File: config.mk
export PLATFORM = sky130hd
export DESIGN_NAME = ifetch_flat
export DESIGN_NICKNAME = d
export VERILOG_FILES = /design/src/rtl/cpu_pkg.sv /design/src/rtl/ifetch_if.sv /design/src/rtl/ifetch_npc_calc.sv /design/src/rtl/ifetch.sv /design/src/flat_wrapper.sv
export SDC_FILE = /design/constraint.sdc
export NUM_CORES = 1
export LEC_CHECK = 0
export BUFFER_PORTS_ARGS = -buffer_cell sky130_fd_sc_hd__clkbuf_2
export CAP_MARGIN = 20
export CORE_UTILIZATION = 40
export CTS_CLUSTER_DIAMETER = 80
export DETAILED_ROUTE_END_ITERATION = 16
export GPL_TIMING_DRIVEN = 0
export RECOVER_POWER = 25
export SYNTH_ARGS = -nofsm -noshare
export SYNTH_HDL_FRONTEND = slang
export SYNTH_HIERARCHICAL = 1
export SYNTH_SLANG_ARGS = --single-unit
File: constraint.sdc
create_clock -name clk -period 4.6 [get_ports clk]
set_input_delay 0.69 -clock clk [delete_from_list [all_inputs] [get_ports clk]]
set_output_delay 0.69 -clock clk [all_outputs]
set_load 0.01 [all_outputs]
File: src/rtl/cpu_pkg.sv
// Shared core definitions: fetch-state encoding, branch condition codes,
// NOP encoding and the default reset PC.
package cpu_pkg;

  typedef enum logic [1:0] {
    ST_IDLE  = 2'd0,
    ST_FETCH = 2'd1,
    ST_VALID = 2'd2,
    ST_TRAP  = 2'd3
  } fetch_state_e;

  localparam logic [2:0] F3_BEQ  = 3'b000;
  localparam logic [2:0] F3_BNE  = 3'b001;
  localparam logic [2:0] F3_BLT  = 3'b100;
  localparam logic [2:0] F3_BGE  = 3'b101;
  localparam logic [2:0] F3_BLTU = 3'b110;
  localparam logic [2:0] F3_BGEU = 3'b111;

  localparam logic [31:0] NOP_INSTR        = 32'h0000_0013;
  localparam logic [31:0] DEFAULT_RESET_PC = 32'h0000_0000;

  // Debug view of the fetch stage for checkers and waveform inspection.
  typedef struct packed {
    fetch_state_e state;
    logic         taken;
  } fetch_dbg_t;

endpackage

File: src/rtl/ifetch_if.sv
// Instruction-memory fetch bus between the fetch stage (master) and memory.
// Handshake: a transfer happens on a rising edge where imem_req & imem_ready;
// imem_rdata is valid in that same cycle, and imem_req/imem_addr stay stable
// until it does.
interface ifetch_if;
  logic        imem_req;
  logic [31:0] imem_addr;
  logic        imem_ready;
  logic [31:0] imem_rdata;

  modport master (output imem_req, output imem_addr,
                  input  imem_ready, input imem_rdata);
  modport slave  (input  imem_req, input imem_addr,
                  output imem_ready, output imem_rdata);
endinterface

File: src/rtl/ifetch_npc_calc.sv
// Next-PC selection for the fetch stage: jal, jalr, taken branch, or pc+4.
module npc_calc
  import cpu_pkg::*;
(
  input  logic [31:0] pc,
  input  logic [31:0] imm,
  input  logic [31:0] rs1_data,
  input  logic        Branch,
  input  logic        jal,
  input  logic        jalr,
  input  logic [2:0]  Funct3,
  input  logic        zero,
  input  logic        alu_lsb,
  output logic [31:0] next_pc,
  output logic        taken
);

  logic cond;

  always_comb begin
    cond = 1'b0;
    case (Funct3)
      F3_BEQ:           cond = zero;
      F3_BNE:           cond = !zero;
      F3_BLT, F3_BLTU:  cond = alu_lsb;
      F3_BGE, F3_BGEU:  cond = !alu_lsb;
      default:          cond = 1'b0;
    endcase
    taken = Branch & cond;

    // jal outranks jalr outranks branch; the decoder should never raise two.
    if (jal)
      next_pc = pc + imm;
    else if (jalr)
      next_pc = (rs1_data + imm) & ~32'h1;
    else if (taken)
      next_pc = pc + imm;
    else
      next_pc = pc + 32'd4;
  end

endmodule

File: src/rtl/ifetch.sv
// Instruction-fetch / next-PC stage: owns the architectural PC, fetches over
// the imem bus, holds the word for the decoder until commit, then redirects.
module ifetch
  import cpu_pkg::*;
#(
  parameter logic [31:0] RESET_PC = DEFAULT_RESET_PC
) (
  input  logic        clk,
  input  logic        rst,
  ifetch_if.master    imem,
  output logic [31:0] instr,
  output logic        instr_valid,
  output logic [31:0] pc,
  output logic [31:0] pc_plus4,
  input  logic        commit,
  input  logic        Branch,
  input  logic        jal,
  input  logic        jalr,
  input  logic [2:0]  Funct3,
  input  logic        zero,
  input  logic        alu_lsb,
  input  logic [31:0] imm,
  input  logic [31:0] rs1_data,
  output logic        misalign,
  output fetch_dbg_t  dbg
);

  localparam logic [1:0] IDLE  = ST_IDLE;
  localparam logic [1:0] FETCH = ST_FETCH;
  localparam logic [1:0] VALID = ST_VALID;
  localparam logic [1:0] TRAP  = ST_TRAP;

  logic [1:0]  state;
  logic [31:0] next_pc;
  logic        taken;

  npc_calc u_npc (
    .pc       (pc),
    .imm      (imm),
    .rs1_data (rs1_data),
    .Branch   (Branch),
    .jal      (jal),
    .jalr     (jalr),
    .Funct3   (Funct3),
    .zero     (zero),
    .alu_lsb  (alu_lsb),
    .next_pc  (next_pc),
    .taken    (taken)
  );

  always_ff @(posedge clk or posedge rst) begin
    if (rst) begin
      state    <= IDLE;
      pc       <= RESET_PC;
      instr    <= NOP_INSTR;
      misalign <= 1'b0;
    end else begin
      case (state)
        IDLE: state <= FETCH;
        FETCH: begin
          if (imem.imem_ready) begin
            instr <= imem.imem_rdata;
            state <= VALID;
          end
        end
        VALID: begin
          // A misaligned target leaves pc on the faulting instruction.
          if (commit) begin
            if (next_pc[1:0] != 2'b00) begin
              state    <= TRAP;
              misalign <= 1'b1;
            end else begin
              pc    <= next_pc;
              state <= FETCH;
            end
          end
        end
        default: misalign <= 1'b1;
      endcase
    end
  end

  assign imem.imem_req  = (state == FETCH);
  assign imem.imem_addr = pc;
  assign instr_valid    = (state == VALID);
  assign pc_plus4       = pc + 32'd4;
  assign dbg.state      = fetch_state_e'(state);
  assign dbg.taken      = taken;

endmodule

File: src/flat_wrapper.sv
// flat-port wrapper written by rule: the top's interface ports become plain ports
module ifetch_flat import cpu_pkg::*;
#(
  parameter logic [31:0] RESET_PC = DEFAULT_RESET_PC
)
  (clk, rst, instr, instr_valid, pc, pc_plus4, commit, Branch, jal, jalr, Funct3, zero, alu_lsb, imm, rs1_data, misalign, dbg, imem_imem_req, imem_imem_addr, imem_imem_ready, imem_imem_rdata);
  ifetch_if imem_i ();
  input  logic clk;
  input  logic rst;
  output logic [31:0] instr;
  output logic instr_valid;
  output logic [31:0] pc;
  output logic [31:0] pc_plus4;
  input  logic commit;
  input  logic Branch;
  input  logic jal;
  input  logic jalr;
  input  logic [2:0] Funct3;
  input  logic zero;
  input  logic alu_lsb;
  input  logic [31:0] imm;
  input  logic [31:0] rs1_data;
  output logic misalign;
  output fetch_dbg_t dbg;
  output wire logic [$bits(imem_i.imem_req)-1:0] imem_imem_req;
  output wire logic [$bits(imem_i.imem_addr)-1:0] imem_imem_addr;
  input wire logic [$bits(imem_i.imem_ready)-1:0] imem_imem_ready;
  input wire logic [$bits(imem_i.imem_rdata)-1:0] imem_imem_rdata;
  assign imem_imem_req = imem_i.imem_req;
  assign imem_imem_addr = imem_i.imem_addr;
  assign imem_i.imem_ready = imem_imem_ready;
  assign imem_i.imem_rdata = imem_imem_rdata;
  ifetch #(.RESET_PC(RESET_PC)) u_core (.clk(clk), .rst(rst), .imem(imem_i), .instr(instr), .instr_valid(instr_valid), .pc(pc), .pc_plus4(pc_plus4), .commit(commit), .Branch(Branch), .jal(jal), .jalr(jalr), .Funct3(Funct3), .zero(zero), .alu_lsb(alu_lsb), .imm(imm), .rs1_data(rs1_data), .misalign(misalign), .dbg(dbg));
endmodule
; ---- Word level (Yosys, flattened, before mapping)
; Cells that the tools add are included.
[totals]
ff_bits = 67
latch_bits = 0
ramBits = 0
rom_bits = 0
input_bits = 108
out_inout_bits = 134
wordCells = 44
n_memories = 0
[op_classes]
add_sub_neg = 3
mul = 0
div_mod_pow = 0
magnitude_cmp = 0
eq_ne = 10
shift = 0
n_mux = 11
bitwise = 3
reduce_logical = 13
[ops]
columns = cell, n
row1 = $mux 32, 3
row2 = $add 32x32->32, 2
row3 = $add 32x3->32 const B, 1
row4 = $eq 3x3->1 const B, 4
row5 = $reduce_and 3->1, 3
row6 = $mux 2, 3
row7 = $ne 2x1->1 const B, 3
row8 = $pmux 2 s3, 1
row9 = $reduce_or 2->1, 3
row10 = $pmux 1 s4, 1
row11 = $eq 3x1->1 const B, 1
row12 = $logic_not 3->1, 1
row13 = $reduce_bool 3->1, 1
row14 = $eq 2x1->1 const B, 1
row15 = $eq 2x2->1 const B, 1
row16 = $logic_not 1->1, 2
row17 = $logic_not 2->1, 1
row18 = $mux 1, 2
row19 = $not 1->1, 2
row20 = $pmux 1 s2, 1
row21 = $reduce_and 2->1, 1
row22 = $reduce_bool 2->1, 1
row23 = $and 1x1->1, 1

; ---- Depth between registers and ports, before layout
; Gate-level depths: netlist of the first run.
[depth]
depth_word = 11
depth_mapped = 13
ltp_nobuf = 13

; ---- Hierarchy
; Netlist of the first run, hierarchy kept.
[modules_own_cells]
columns = module, instances, cells_each, area_each_um2
row1 = npc_calc, 1, 624, 4351.7
row2 = ifetch, 1, 295, 3480.8

; ---- Worst setup path after synthesis of the first run
; OpenSTA, ideal clock, no wires.
[synth_path]
path_kind = input -> register
from = input imm[0]
to = register u_core.pc[30] (netlist: u_core/imem.imem_addr[30])
arrival_time_ps = 3471
required_time_ps = 4475
setup_slack_ps = 1004
stages = 12
n_path_buf = 0
path_cell_list = ha_1 fa_1 a21o_1 a221oi_2 a21oi_2 a311oi_2 nor4_1 or4_4 a31oi_4 xor2_1 a22oi_1 mux2_2
[synth_between]
word_cells_on_any_way = 8
cone_classes = add/sub: 2 / mux: 3 / bitwise: 1 / reduce/logical: 2
[synth_rtl]
columns = item, line
row1 = from (decl), flat_wrapper.sv:21  ; input logic [31:0] imm;
row2 = $add 32x32->32, "ifetch_npc_calc.sv:33, ifetch_npc_calc.sv:37"
row3 = $mux 32, ifetch_npc_calc.sv:36  ; else if (taken)
row4 = $mux 32, ifetch_npc_calc.sv:34  ; else if (jalr)
row5 = $mux 32 (*), ifetch_npc_calc.sv:32  ; if (jal)
row6 = named net u_core.next_pc[30], ifetch.sv:34  ; logic [31:0] next_pc;
row7 = to (signal assigned), ifetch.sv:73  ; pc <= next_pc;
row8 = to (decl), ifetch.sv:13  ; output logic [31:0] pc,
; The timed path passes the listed nets; every way through them passes the cells marked *.
; A chain may end at the register's enable or synchronous reset.

; ---- Worst setup path in the final report of the first run
[layout_path]
from = register u_core.pc[0] (netlist: u_core/imem.imem_addr[0])
to = register u_core.pc[30] (netlist: u_core/imem.imem_addr[30])
[layout_between]
word_cells_on_any_way = 8
cone_classes = add/sub: 2 / mux: 3 / bitwise: 1 / reduce/logical: 2
[layout_rtl]
columns = item, line
row1 = $add 32x3->32 or $add 32x32->32 (tied branches), "ifetch_npc_calc.sv:39, ifetch_npc_calc.sv:33, ifetch_npc_calc.sv:37"
row2 = $mux 32, ifetch_npc_calc.sv:36
row3 = $mux 32, ifetch_npc_calc.sv:34
row4 = $mux 32 (*), ifetch_npc_calc.sv:32
row5 = named net u_core.next_pc[30], ifetch.sv:34
; Marked as above.

==> flow_metrics.tcl, run 1 <==
set metrics [dict create \
    outcome "complete, but fails checks" \
    violations "max-capacitance violations, max-slew violations" \
    holdPathStages 1 \
    required_ns 4.81 \
    synth_cell_types 72 \
    fill_cells 1891 \
    drcViolationCount 0 \
    p_leak_nw 4.643 \
    cts_made_buffers 9 \
    synth_top_area_cell "dfrtp_1" \
    synth_top_area_share_pct 20.45 \
    ys_ff_latch 67 \
    h-tree-depth 3 \
    cts.sinks 67 \
    setup_tns_ns 0 \
    r2r_start "u_core/imem.imem_addr[0]" \
    grt_pass1_wl_mm 39.28 \
    synthFlopType "dfrtp_1" \
    area_growth_pct 23.07 \
    grt_pass1_vias 7309 \
    mappedNetlistNets 1097 \
    die_w_um 141.9 \
    hold_class "flop to flop" \
    rr_endpoint "u_core/imem.imem_addr[30]" \
    num_rows 50 \
    synth_edf_count 0 \
    hold_path_startpoint "u_core/misalign" \
    ff2ff_path_depth 12 \
    maxSlewViolCount 68 \
    post_cts_resized 0 \
    tightest_slew_ns 2.979 \
    firstDrtPassIters 6 \
    numPortBuffers 241 \
    crit_path_max_fanout 6 \
    routed_wl_mm 25.51 \
    crit_path_end_kind "flop" \
    timing.final.hold_violations 0 \
    viasPerCell 5.564 \
    r2r_setup_slack_ns 0.67 \
    grt_max_degree 68 \
    gp_congestion 0.8793 \
    nets 1349 \
    drt_iter0_drc 575 \
    syn_area_um2 7833 \
    fin_skew_ns 0.005125 \
    cts_setup_buffers 0 \
    maxCapViolCount 1 \
    period_share_pct 85.42 \
    start_util_pct 41.32 \
    fmax_mhz 254.5 \
    crit_type "flop to flop" \
    seq_area_frac_synth_pct 21.45 \
    vias 7990 \
    ys_warn_count 6 \
    diodes 0 \
    syn_inst 919 \
    finalCriticalPeriod_ns 3.929 \
    clkSlewWorstSetupHoldPaths_ns 0.05 \
    cts_buffer_depth 2 \
    hpwl_mm 20.58 \
    coreArea_um2 18960 \
    crit_arrival_ns 4.14 \
    dieArea_um2 20150 \
    cts_tree "yes" \
    synth_area_leaders "dfrtp_1 (20%), ha_1 (11%), mux2_2 (7.6%), xnor2_1 (6.7%), xor2_1 (5.7%)" \
    ys_async_sr_fraction_pct 100.0 \
    postRouteAntennaNets 0 \
    overflow 0 \
    max-vdd-ir-drop_mv 0.3795 \
    min_to "u_core/misalign" \
    synth.avg_cell_area_um2 8.523 \
    grt_setup_unrepaired "false" \
    die_h_um 141.9 \
    clock_latency_ns 0.33 \
    root_buffer "clkbuf_16" \
    startpoint_type "flop" \
    grt_usage_pct 24.99 \
    fin_util_pct 50.85 \
    ios 242 \
    setup_violations 0 \
    antenna_found_initial 0 \
    p_per_area_nw_per_um2 586.9 \
    wl_per_cell_um 17.76 \
    max_slew_margin_pct -99.68 \
    drive_gt1_share_pct 32.06 \
    holdBufCountCts 0 \
    whs_ns 0.4623 \
]
## cells by family (layout without fill, tap and decap cells)
group	after synthesis	count (layout)	share of synthesized area [%]
AO/OA/AOI/OAI	269	269	22.96
XOR/XNOR	111	111	12.41
adder cells (fa/ha/maj)	70	70	11.37
buffers and inverters	95	352	6.469
flip-flops	67	67	21.45
multiplexers	55	55	7.875
AND/OR/NAND/NOR	252	252	17.46
## sequential cells by signal (all words and copies together) (netlist names)
register / count
u_core/state: 2
u_core/misalign: 1
u_core/instr: 32
u_core/imem.imem_addr: 32
## worst max-delay path: stages (launching register included)
cell	delay [ns]
dfrtp_1	0.45
ha_1	0.28
fa_1	0.41
a21o_1	0.22
a221oi_2	0.42
a21oi_2	0.14
a311oi_2	0.42
nor4_1	0.11
or4_4	0.48
a31oi_4	0.20
xor2_1	0.26
a22oi_1	0.12
mux2_2	0.29
## cell usage in the layout (no fill, tap or decap), types with 8 or more instances in the layout
master     instances
and3_1            15
mux2_2            53
nor3_1            20
clkbuf_16          9
clkbuf_2         242
nand4_1           22
nor2_1            42
nand3_1           30
o21ai_0           56
ha_1              68
clkbuf_1          25
a22oi_1           23
and2_1             8
xor2_1            51
a211oi_1          12
xnor2_1           60
a21oi_1           64
nand2_1           64
a21o_1            36
inv_1             25
nor2b_1            8
dfrtp_1           64
buf_4             36
## report_power, final
group          total (W)  internal, W  switching (W)
registers        0.00144     0.000873       0.000566
clock network   0.000626     0.000392       0.000234
logic            0.00359      0.00167        0.00192
total            0.00566      0.00294        0.00272
## per-layer routing
layer / share of wire, % / global-route usage [%]
met1: 44 / 33.58
met2: 49 / 43.04
met3: 5.2 / 3.129
met4: 0.98 / 4.754
met5: 0 / 0
## cells in the mapped netlist (6+ instances only)
library cell  instances
inv_1                26
and2_1                8
o22ai_1               6
nand2b_1              7
clkbuf_1             22
nand3_1              30
a221oi_1              7
o211ai_1              6
nor3_1               20
o21ai_0              56
ha_1                 68
a211oi_1             12
nor2b_1               8
nor2_1               42
a21o_1               36
and3_1               15
o21bai_1              7
nor4_1                6
a22oi_1              23
nand2_1              64
o21a_1                7
nand4_1              22
a21oi_1              64
dfrtp_1              64
mux2_2               53
buf_4                36
xor2_1               51
xnor2_1              60
## metrics by stage
step | setup WS, ns | area (um^2) | power, W | std cells
finish | 0.6709 | 9639 | 0.005657 | 1436
global route | 0.5408 | 9639 | 0.006077 | 1436
CTS | 0.7187 | 9641 | 0.005673 | 1436
detailed placement | 0.4356 | 9366 | 0.005021 | 1420
global placement | 0.4694 | 9364 | 0.004998 | 1420
floorplan | 1.004 | 7833 | 0.003719 | 919
## layout make-up
class	instances	area [um^2]	area share (%)
Clock buffer	14	264.0	2.739
Sequential cell	67	1680	17.43
Inverter	27	102.6	1.064
Tap cell	260	325.3	3.375
Buffer	68	405.4	4.206
Clock inverter	2	10.01	0.1038
Timing Repair Buffer	241	1206	12.51
Multi-Input combinational cell	757	5645	58.57
## worst max path at each step
stage                                   from                         to  slack, ns  cells past startpoint
floorplan                             imm[0]  u_core/imem.imem_addr[30]       1.00                     12
global placement                      imm[0]  u_core/imem.imem_addr[30]       0.47                     13
detailed placement                    imm[0]  u_core/imem.imem_addr[30]       0.44                     13
CTS                 u_core/imem.imem_addr[0]  u_core/imem.imem_addr[30]       0.72                     12
global route        u_core/imem.imem_addr[0]  u_core/imem.imem_addr[30]       0.54                     12
finish              u_core/imem.imem_addr[0]  u_core/imem.imem_addr[30]       0.67                     12
No activity file was read; power rests on OpenSTA's default activity.
==> inputs of run 2 (changes only) <==
--- a/config.mk
+++ b/config.mk
@@ -7,10 +7,13 @@
 export LEC_CHECK = 0
 export BUFFER_PORTS_ARGS = -buffer_cell sky130_fd_sc_hd__clkbuf_2
 export CAP_MARGIN = 20
-export CORE_UTILIZATION = 40
+export CELL_PAD_IN_SITES_DETAIL_PLACEMENT = 1
+export CELL_PAD_IN_SITES_GLOBAL_PLACEMENT = 1
+export CORE_UTILIZATION = 39
 export CTS_CLUSTER_DIAMETER = 80
 export DETAILED_ROUTE_END_ITERATION = 16
 export GPL_TIMING_DRIVEN = 0
+export PLACE_DENSITY_LB_ADDON = 0.1
 export RECOVER_POWER = 25
 export SYNTH_ARGS = -nofsm -noshare
 export SYNTH_HDL_FRONTEND = slang
==> run 2 against run 1 <==
- the run still ends with max-capacitance violations, max-slew violations left
- clock-buffer cell count down 1
- highest routed layer unchanged
- fmax down 0.31%
- via count up 0.41%
- largest cell class unchanged
- global-route usage up 2.4 points
==> flow_metrics.tcl, run 2 (synthesis results as in run 1) <==
set metrics [dict create \
    grt_setup_unrepaired "false" \
    r2r_start "u_core/imem.imem_addr[0]" \
    ios 242 \
    dp_slack_ns 0.4216 \
    numPortBuffers 241 \
    final_common_cell "clkbuf_2" \
    cp_top_family "compound AO/OA/AOI/OAI gates" \
    r2r_setup_slack_ns 0.66 \
    fmax_mhz 253.7 \
    setup_tns_ns 0 \
    crit_chain "ha_1, fa_1, a21o_1, a221oi_2, a21oi_2, a311oi_2, nor4_1, or4_4, a31oi_4, xor2_1, a22oi_1, mux2_2" \
    overflow 0 \
    violations "max-capacitance violations, max-slew violations" \
    max-vdd-ir-drop_mv 0.2679 \
    h-tree-depth 3 \
    ff2ff_path_depth 12 \
    drive_gt1_share_pct 31.95 \
    antenna_found_initial 0 \
    setup_violations 0 \
    drt_iter0_drc 363 \
    fill_cells 2493 \
    fin_util_pct 49.36 \
    die_h_um 143.7 \
    timing.final.hold_violations 0 \
    gp_congestion 0.8736 \
    clkSlewWorstSetupHoldPaths_ns 0.06 \
    root_buffer "clkbuf_16" \
    cts_made_buffers 9 \
    tightest_slew_ns 3.067 \
    hpwl_mm 22.77 \
    p_per_area_nw_per_um2 598.0 \
    dieArea_um2 20650 \
    final_cell_mix "clkbuf_2 (241), ha_1 (68), nand2_1 (64), dfrtp_1 (64), a21oi_1 (64)" \
    crit_type "flop to flop" \
    grt_pass1_vias 7883 \
    drcViolationCount 0 \
    clock_latency_ns 0.33 \
    coreArea_um2 19590 \
    grt_usage_pct 27.35 \
    postRouteAntennaNets 0 \
    required_ns 4.81 \
    area_growth_pct 23.47 \
    die_w_um 143.7 \
    nets 1350 \
    outcome "complete, but fails checks" \
    finalCriticalPeriod_ns 3.941 \
    vias 8023 \
    maxSlewViolCount 62 \
    start_util_pct 39.98 \
    cp_slowest_stage_delay_ns 0.48 \
    maxCapViolCount 1 \
    grt_pass1_wl_mm 43.34 \
    hold_class "input port to async pin" \
    holdBufCountCts 0 \
    startpoint_type "flop" \
    crit_path_max_fanout 6 \
    cts_setup_buffers 0 \
    viasPerCell 5.564 \
    num_rows 51 \
    slowest_stage "or4_4" \
    routed_wl_mm 28.23 \
    totalPowerFinal_w 0.005783 \
    crit_arrival_ns 4.15 \
    firstDrtPassIters 4 \
    fin_ws_ns 0.6585 \
    wl_per_cell_um 19.58 \
    fin_skew_ns 0.007968 \
    p_leak_nw 4.650 \
    path_buf_inv 0 \
    crit_path_end_kind "flop" \
    cts_buffer_depth 2 \
    post_cts_resized 0 \
    cts_tree "yes" \
    diodes 0 \
    rr_endpoint "u_core/imem.imem_addr[30]" \
    period_share_pct 85.68 \
    max_slew_margin_pct -104.5 \
    grt_max_degree 62 \
    cts.sinks 67 \
]
==> run 2: worst max path at each step <==
stage	startpoint	to	cells past startpoint
floorplan	imm[0]	u_core/imem.imem_addr[30]	12
global placement	imm[0]	u_core/imem.imem_addr[30]	13
detailed placement	imm[0]	u_core/imem.imem_addr[30]	13
CTS	u_core/imem.imem_addr[0]	u_core/imem.imem_addr[30]	12
global route	rst	u_core/instr[12]	3
finish	u_core/imem.imem_addr[0]	u_core/imem.imem_addr[30]	12
==> run 2: power breakdown <==
group / internal [W] / total (W) / switching [W]
clock: 0.000434 / 0.000696 / 0.000262
combinational: 0.00168 / 0.00364 / 0.00197
sequential: 0.000871 / 0.00144 / 0.000572
total: 0.00298 / 0.00578 / 0.00280
==> run 2: routing by layer <==
layer	global-route usage, %	up-vias	routed length [um]
met2	49.16	163	14640
met3	3.099	16	925
met4	4.255	0	259
met1	35.51	3965	12400
met5	0	-	0
li1	-	3879	-
==> run 2: layout make-up <==
cell class                 count  area [um^2]  area share, %
multi-input combinational    757         5645          58.38
buffer                        68        405.4          4.192
clock inverter                 3        40.04         0.4140
timing repair buffer         242         1215          12.56
sequential                    67         1680          17.38
tap                          265        331.6          3.429
inverter                      27        102.6          1.061
clock buffer                  13        250.2          2.588
==> run 2: per-stage QoR <==
stage	instances	hold WS, ns	instance area, um^2
floorplan	919	0.5122	7833
global placement	1425	0.4548	9370
detailed placement	1426	0.4586	9400
CTS	1442	0.2233	9691
global route	1442	0.2849	9671
finish	1442	0.2661	9671
